`src/rtl/div_pkg.sv`:
```
// Shared encodings and constants for the radix-2 restoring divider.
package div_pkg;

  typedef enum logic [1:0] {
    DivFree   = 2'b00,
    DivByZero = 2'b01,
    DivOn     = 2'b10,
    DivEnd    = 2'b11
  } div_state_e;

  localparam logic        DivResultReady    = 1'b1;
  localparam logic        DivResultNotReady = 1'b0;
  localparam logic        DivStart          = 1'b1;
  localparam logic        DivStop           = 1'b0;
  localparam logic [31:0] ZeroWord          = 32'h0000_0000;
  localparam logic [5:0]  DivSteps          = 6'd32;

endpackage

```
`src/rtl/div.sv`:
```
// Multi-cycle 32-bit divider, one restoring shift-subtract step per cycle.
// Define DIV_SIGNED_EN to honour signed_div_i; otherwise every division is unsigned.
module div
  import div_pkg::*;
(
  input  logic        clk,
  input  logic        rst,
  input  logic        signed_div_i,
  input  logic [31:0] opdata1_i,
  input  logic [31:0] opdata2_i,
  input  logic        start_i,
  input  logic        annul_i,
  output logic [63:0] result_o,
  output logic        ready_o,
  output div_state_e  dbg_state_o
);

  // Handshake: EX holds start_i high until it sees ready_o; result_o stays valid
  // in END while start_i is high, and dropping start_i returns the unit to FREE.

  div_state_e  r_state;
  div_state_e  w_state_nxt;
  logic [5:0]  r_cnt;
  logic [64:0] r_dividend;
  logic [31:0] r_divisor;
  logic [63:0] r_result;
  logic        r_ready;

  logic        w_accept;
  logic [32:0] w_diff;
  logic [31:0] w_op1_mag;
  logic [31:0] w_op2_mag;
  logic [31:0] w_quot;
  logic [31:0] w_rem;

  assign w_accept = (start_i == DivStart) && !annul_i;
  assign w_diff   = {1'b0, r_dividend[63:32]} - {1'b0, r_divisor};

`ifdef DIV_SIGNED_EN
  logic r_neg_q;
  logic r_neg_r;

  assign w_op1_mag = (signed_div_i && opdata1_i[31]) ? (ZeroWord - opdata1_i) : opdata1_i;
  assign w_op2_mag = (signed_div_i && opdata2_i[31]) ? (ZeroWord - opdata2_i) : opdata2_i;
  assign w_quot    = r_neg_q ? (ZeroWord - r_dividend[31:0])  : r_dividend[31:0];
  assign w_rem     = r_neg_r ? (ZeroWord - r_dividend[64:33]) : r_dividend[64:33];

  // Sign fix-up flags are latched with the operands so later input changes are ignored.
  always_ff @(posedge clk or negedge rst) begin
    if (!rst) begin
      r_neg_q <= 1'b0;
      r_neg_r <= 1'b0;
    end else if (r_state == DivFree && w_accept) begin
      r_neg_q <= signed_div_i && (opdata1_i[31] ^ opdata2_i[31]);
      r_neg_r <= signed_div_i && opdata1_i[31];
    end
  end
`else
  logic w_unused_signed;

  assign w_unused_signed = signed_div_i;
  assign w_op1_mag       = opdata1_i;
  assign w_op2_mag       = opdata2_i;
  assign w_quot          = r_dividend[31:0];
  assign w_rem           = r_dividend[64:33];
`endif

  always_ff @(posedge clk or negedge rst) begin
    if (!rst) begin
      r_state <= DivFree;
    end else begin
      r_state <= w_state_nxt;
    end
  end

  always_comb begin
    w_state_nxt = r_state;
    case (r_state)
      DivFree: begin
        if (w_accept) begin
          w_state_nxt = (opdata2_i == ZeroWord) ? DivByZero : DivOn;
        end
      end
      DivByZero: w_state_nxt = DivEnd;
      DivOn: begin
        if (annul_i) begin
          w_state_nxt = DivFree;
        end else if (r_cnt == DivSteps) begin
          w_state_nxt = DivEnd;
        end
      end
      DivEnd: begin
        if (annul_i || start_i == DivStop) begin
          w_state_nxt = DivFree;
        end
      end
      default: w_state_nxt = DivFree;
    endcase
  end

  always_ff @(posedge clk or negedge rst) begin
    if (!rst) begin
      r_cnt      <= 6'd0;
      r_dividend <= '0;
      r_divisor  <= ZeroWord;
      r_result   <= '0;
      r_ready    <= DivResultNotReady;
    end else begin
      case (r_state)
        DivFree: begin
          r_result <= '0;
          r_ready  <= DivResultNotReady;
          if (w_accept) begin
            r_cnt      <= 6'd0;
            r_dividend <= {ZeroWord, w_op1_mag, 1'b0};
            r_divisor  <= w_op2_mag;
          end
        end
        DivByZero: begin
          r_result <= '0;
          r_ready  <= DivResultReady;
        end
        DivOn: begin
          if (annul_i) begin
            r_cnt    <= 6'd0;
            r_result <= '0;
            r_ready  <= DivResultNotReady;
          end else if (r_cnt != DivSteps) begin
            // A borrow means the trial subtraction failed: shift in a 0 quotient bit.
            if (w_diff[32]) begin
              r_dividend <= {r_dividend[63:0], 1'b0};
            end else begin
              r_dividend <= {w_diff[31:0], r_dividend[31:0], 1'b1};
            end
            r_cnt <= r_cnt + 6'd1;
          end else begin
            r_cnt    <= 6'd0;
            r_result <= {w_rem, w_quot};
            r_ready  <= DivResultReady;
          end
        end
        DivEnd: begin
          if (annul_i || start_i == DivStop) begin
            r_result <= '0;
            r_ready  <= DivResultNotReady;
          end
        end
        default: begin
          r_result <= '0;
          r_ready  <= DivResultNotReady;
        end
      endcase
    end
  end

  assign result_o    = r_result;
  assign ready_o     = r_ready;
  assign dbg_state_o = r_state;

endmodule

```
`config.mk`:
```
export PLATFORM = sky130hd
export DESIGN_NAME = div
export DESIGN_NICKNAME = d
export VERILOG_FILES = /design/src/rtl/div_pkg.sv /design/src/rtl/div.sv
export SDC_FILE = /design/constraint.sdc
export NUM_CORES = 1
export LEC_CHECK = 0
export BUFFER_PORTS_ARGS = -buffer_cell sky130_fd_sc_hd__buf_2
export CAP_MARGIN = 25
export CELL_PAD_IN_SITES_DETAIL_PLACEMENT = 0
export CELL_PAD_IN_SITES_GLOBAL_PLACEMENT = 1
export CORE_ASPECT_RATIO = 0.75
export CORE_MARGIN = 2
export CORE_UTILIZATION = 40
export DETAILED_ROUTE_END_ITERATION = 7
export MAX_ROUTING_LAYER = met4
export PLACE_DENSITY = 0.8
export SETUP_SLACK_MARGIN = 0.3
export SLEW_MARGIN = 20
export SYNTH_ARGS = -nofsm -noshare
export SYNTH_HDL_FRONTEND = slang
export SYNTH_SLANG_ARGS = --single-unit
```
`constraint.sdc`:
```
create_clock -name clk -period 4.14 [get_ports clk]
set_clock_uncertainty 0.05 [all_clocks]
set_input_delay 0.828 -clock clk [delete_from_list [all_inputs] [get_ports clk]]
set_output_delay 0.828 -clock clk [all_outputs]
set_load 0.03 [all_outputs]
```
==> results of run 1 <==
## sequential cells by signal, indices dropped and copies added, names as in the netlist
register	flops
dbg_state_o	2
r_cnt	6
r_dividend	65
r_divisor	32
ready_o	1
result_o	64
## per-layer routing
layer	vias to the layer above	track usage (%)
li1	3536	-
met1	3350	28.3
met2	125	28.0
met3	6	3.80
met4	0	3.72
met5	-	-
## metrics by stage
| step | hold slack, ps | instances |
|---|---|---|
| after detailed placement | 415 | 1347 |
| after global placement | 406 | 1347 |
| after CTS | 426 | 1379 |
| final | 398 | 1379 |
| after global routing | 448 | 1379 |
| after floorplan | 419 | 955 |
## report_power, final
part	internal, uW	switching [uW]	total (uW)	leakage (uW)
Combinational	1060	1710	2770	0.00253
Clock	919	739	1660	0.000304
Sequential	2090	294	2390	0.00225
Total	4070	2740	6820	0.00509
## worst max-delay path by stage
stage	from	end	cells after the start
detailed placement	r_dividend[32]$_DFFE_PN0P_	r_dividend[63]$_DFFE_PN0P_	13
floorplan	r_dividend[32]$_DFFE_PN0P_	r_dividend[63]$_DFFE_PN0P_	14
global route	r_dividend[32]$_DFFE_PN0P_	r_dividend[42]$_DFFE_PN0P_	14
CTS	r_dividend[32]$_DFFE_PN0P_	r_dividend[63]$_DFFE_PN0P_	13
finish	r_dividend[32]$_DFFE_PN0P_	r_dividend[42]$_DFFE_PN0P_	14
global placement	r_dividend[32]$_DFFE_PN0P_	r_dividend[40]$_DFFE_PN0P_	13
## kinds of logic (layout without fill, tap and decap cells)
logic type      Yosys count  after routing  synth area share (%)
mux                      78             78                  9.19
xor+xnor                 27             27                  2.65
simple gates            294            294                  13.8
fa+ha+maj                39             39                  5.55
flops                   170            170                  47.6
compound gates          256            256                  17.1
buf+inv                  91            221                  4.05
## worst max-delay path, stage by stage (launching register included)
cell and delay (ps):
dfrtp_1 370, inv_1 60, ha_1 230, fa_1 430, nor2b_2 160, o311ai_2 110, a31oi_2 210, a31oi_2 190
o211ai_4 330, a41oi_4 180, o31ai_4 460, buf_12 260, o31ai_1 100, o21ai_0 110, o21ai_0 110
## area by class of cell
cell class                      count  area (um2)
Tap cell                          294         368
Inverter                           41         154
Sequential cell                   170        4250
Fill cell                        2171       11500
Clock inverter                     15         183
Clock buffer                       17         425
Timing Repair Buffer              148         807
Multi-Input combinational cell    694        4340
## cells in the final DEF, fill, tap and decap left out, types with 4 or more instances in the layout
cell / n
a21o_1: 17
a21oi_1: 38
a22o_1: 6
a31oi_1: 4
a32oi_1: 6
and3_1: 10
buf_2: 133
buf_4: 12
clkbuf_16: 17
dfrtp_1: 170
ha_1: 37
inv_1: 41
inv_8: 5
mux2_2: 32
mux2i_1: 46
nand2_1: 210
nand3_1: 10
nand4_1: 4
nor2_1: 26
nor3_1: 5
nor4_1: 9
o21a_1: 4
o21ai_0: 133
o21ai_1: 22
xnor2_1: 11
xor2_1: 16
==> impl_metrics.ini, run 1 <==
[clock_tree]
ctsHoldBuffers = 0
ctsResizeCount = 0
clock_path_buffers = 2
cts-buffers-inserted = 17
root_buffer = clkbuf_16
clock_latency_ps = 430
clock_sinks = 170
cts_tree = built
cts.htree.levels = 4
cts_setup_buffers = 0
clk_pin_slew_ps = 70

[detailed_routing]
drc = 0
first_pass_iters = 5
vias = 7017
wl_met2_um = 8980
wl_met3_um = 774
wl_met1_um = 11300
highest_layer = met4
wl_per_cell_um = 15.3
drtIter0Drc = 491
via_per_inst = 5.09
drtAntennaViolNets = 0
totalWireLength_um = 21100

[sta]
worst_pin_slew_ps = 824
period_share_pct = 85.1
rsz0062_at_grt = no
max_slew_margin_pct = 45.1
slew_viol_final = 0
fin_ws_ps = 617
max_freq_ghz = 0.284
setup_viol = 0
period_minus_slack_ps = 3520
fin_tns_setup_ps = 0
final_hold_viol_count = 0

[global_routing]
grt_usage_pct = 19.3
grt_overflow = 0
grt_pass1_vias = 6791
grt_max_degree = 85
antenna_found_initial = 0
grt_pass1_wl_um = 35300

[critical_path]
r2r_slack_ps = 620
r2r-end = r_dividend[42]$_DFFE_PN0P_
crit_fanout = 29
crit_path_end_kind = flip-flop
critPathRequiredTime_ps = 4360
arrival_ps = 3750
r2r_cells = 14
start_kind = flip-flop
worstReg2RegStart = r_dividend[32]$_DFFE_PN0P_
crit_type = reg2reg

[yosys]
synth_most_common_cell = nand2_1
post_synth.cell_area_avg_um2 = 9.35
synthFlopType = dfrtp_1
syn_nets = 1063
synth_edf_count = 0
syn_area_um2 = 8930
yosysTopAreaCellShare_pct = 47.6
seq_area_frac_synth_pct = 47.6
yosys_warnings = 0
synth_common_cells = nand2_1 (211), dfrtp_1 (170), o21ai_0 (133)
yosysTopAreaCell = dfrtp_1
async_flop_share_pct = 100
synth_cell_type_count = 53
synth_area_leaders = dfrtp_1 (48%), nand2_1 (8.9%), o21ai_0 (7.5%)
synthCells = 955
ys_seq_elements = 170

[floorplanning]
core_area_um2 = 22000
die_w_um = 177
die_h_um = 133
initial_core_util_pct = 40.6
fp.dieArea_um2 = 23600
placementRows = 47
pin_count = 136

[placement]
place.gp.congestion = 0.858
portBuffers = 134
placed_area_um2 = 9920
dp_worst_setup_slack_ps = 662
dp_hpwl_um = 14700

[flow_run]
maxCapViolations = 0

[pwr]
ir_drop_mv = 0.259
power_uw = 6820
power_leakage_uw = 0.00509
cellPowerDensity_nw_per_um2 = 647

[min_path]
hold_class = in2async

[run_status]
status = finished clean

[final_layout]
post-route-util_pct = 47.9
fin_nets = 1180
fin_area_um2 = 10500
drive_gt1_share_pct = 21.0
area_growth_pct = 17.9
diodes = 0
Power figures use the tool's default switching activity.
==> run 2: changes to the inputs <==
Settings changed: CORE_MARGIN 2 to not set.
==> impl_metrics.ini, run 2 (synthesized netlist as in run 1, its figures left out) <==
[run_status]
status = finished clean

[placement]
place.gp.congestion = 0.892
portBuffers = 134
dp_hpwl_um = 14700
dp_worst_setup_slack_ps = 607

[sta]
setup_viol = 0
max_slew_margin_pct = 39.8
worst_pin_slew_ps = 904
fin_tns_setup_ps = 0
final_hold_viol_count = 0
rsz0062_at_grt = no
slew_viol_final = 0
period_minus_slack_ps = 3600
max_freq_ghz = 0.278
fin_ws_ps = 537
period_share_pct = 87.0

[final_layout]
layout_commonest_cell = nand2_1
diodes = 0
post-route-util_pct = 48.6
regMostFlops = r_dividend
most-common-layout-cells = nand2_1 (210), dfrtp_1 (170), o21ai_0 (133), buf_2 (133), mux2i_1 (46)
largest_reg_flops = 65
drive_gt1_share_pct = 20.8
area_growth_pct = 17.2
fin_nets = 1177

[clock_tree]
ctsResizeCount = 0
clock_latency_ps = 430
cts_tree = built
cts.htree.levels = 4
clock_path_buffers = 2
cts_setup_buffers = 0
root_buffer = clkbuf_16
clk_pin_slew_ps = 80
ctsHoldBuffers = 0
cts-buffers-inserted = 17
clock_sinks = 170

[global_routing]
grt_pass1_wl_um = 36000
grt_pass1_vias = 6826
grt_usage_pct = 20.1
grt_overflow = 0
antenna_found_initial = 0
grt_max_degree = 96

[floorplanning]
pin_count = 136
die_w_um = 175
die_h_um = 131
placementRows = 46
core_area_um2 = 21500
fp.dieArea_um2 = 22900
initial_core_util_pct = 41.5

[critical_path]
crit_family = compound AO/OA/AOI/OAI gates
crit_path_end_kind = flip-flop
worstReg2RegStart = r_dividend[32]$_DFFE_PN0P_
r2r_cells = 13
arrival_ps = 3900
critPathRequiredTime_ps = 4430
start_kind = flip-flop
crit_chain = inv_1, ha_1, fa_1, nor2b_2, o311ai_2, a31oi_2, a31oi_2, o211ai_4, a41oi_4, o31ai_4, buf_4, nand2_2, o21ai_1
cp_slowest_cell = buf_4
crit_type = reg2reg
r2r-end = r_dividend[60]$_DFFE_PN0P_
cp_slowest_stage_delay_ps = 460
worst_path_most_repeated_cell = a31oi_2
cp_num_buf_inv = 2
r2r_slack_ps = 540
crit_fanout = 34

[min_path]
hold_class = in2async

[detailed_routing]
totalWireLength_um = 21200
drtAntennaViolNets = 0
wl_per_cell_um = 15.5
drc = 0
via_per_inst = 5.11
drtIter0Drc = 485
vias = 7002
first_pass_iters = 4

[pwr]
cellPowerDensity_nw_per_um2 = 641
power_leakage_uw = 0.00504
ir_drop_mv = 0.268

[flow_run]
maxCapViolations = 0
[run 2: cell types whose count changed in the layout (fill, tap and decap cells not counted), sizes merged]
| cell | delta |
|---|---|
| clkinvlp | +1 |
| buf | -3 |
| inv | -2 |
| clkinv | +3 |
| bufinv | -2 |
[run 2: metal layers]
| layer | up-vias | GRT usage, % | part of all wire [%] |
|---|---|---|---|
| li1 | 3534 | - | - |
| met4 | 0 | 4.59 | 0.93 |
| met3 | 13 | 3.79 | 4.1 |
| met1 | 3296 | 29.7 | 53 |
| met2 | 159 | 28.5 | 42 |
| met5 | - | - | 0 |
[run 2: layout make-up]
class / count / area (um2)
multi-input cells: 694 / 4340
flip-flops and latches: 170 / 4250
fillers: 2121 / 11100
clock inverters: 15 / 155
well taps: 288 / 360
repair buffers: 145 / 785
clock buffers: 17 / 425
inverters: 41 / 154
[run 2: worst max-delay path by stage]
stage / start / endpoint / slack (ps) / cells after the start
detailed placement: r_dividend[32]$_DFFE_PN0P_ / r_dividend[60]$_DFFE_PN0P_ / 610 / 13
global route: r_dividend[32]$_DFFE_PN0P_ / r_dividend[60]$_DFFE_PN0P_ / 330 / 13
CTS: r_dividend[32]$_DFFE_PN0P_ / r_dividend[60]$_DFFE_PN0P_ / 530 / 13
global placement: r_dividend[32]$_DFFE_PN0P_ / r_dividend[51]$_DFFE_PN0P_ / 700 / 13
finish: r_dividend[32]$_DFFE_PN0P_ / r_dividend[60]$_DFFE_PN0P_ / 540 / 13
floorplan: r_dividend[32]$_DFFE_PN0P_ / r_dividend[63]$_DFFE_PN0P_ / 1170 / 14
[run 2: per-stage QoR]
stage / hold slack, ps / area [um2] / std cells / total power, uW
CTS: 432 / 10500 / 1370 / 6780
global route: 449 / 10500 / 1370 / 7250
finish: 422 / 10500 / 1370 / 6710
detailed placement: 415 / 9890 / 1338 / 5180
global placement: 406 / 9890 / 1338 / 5120
floorplan: 419 / 8930 / 955 / 4470
[run 2: report_power, final]
part	total [uW]	internal (uW)	switching [uW]
sequential	2390	2090	294
combinational	2750	1050	1710
clock	1570	804	769
[run 2: worst register-to-register path: stages, from the launching register on]
cell and delay [ps]:
dfrtp_1 370, inv_1 60, ha_1 220, fa_1 430, nor2b_2 170, o311ai_2 110
a31oi_2 210, a31oi_2 180, o211ai_4 320, a41oi_4 190, o31ai_4 250, buf_4 460
nand2_2 290, o21ai_1 230
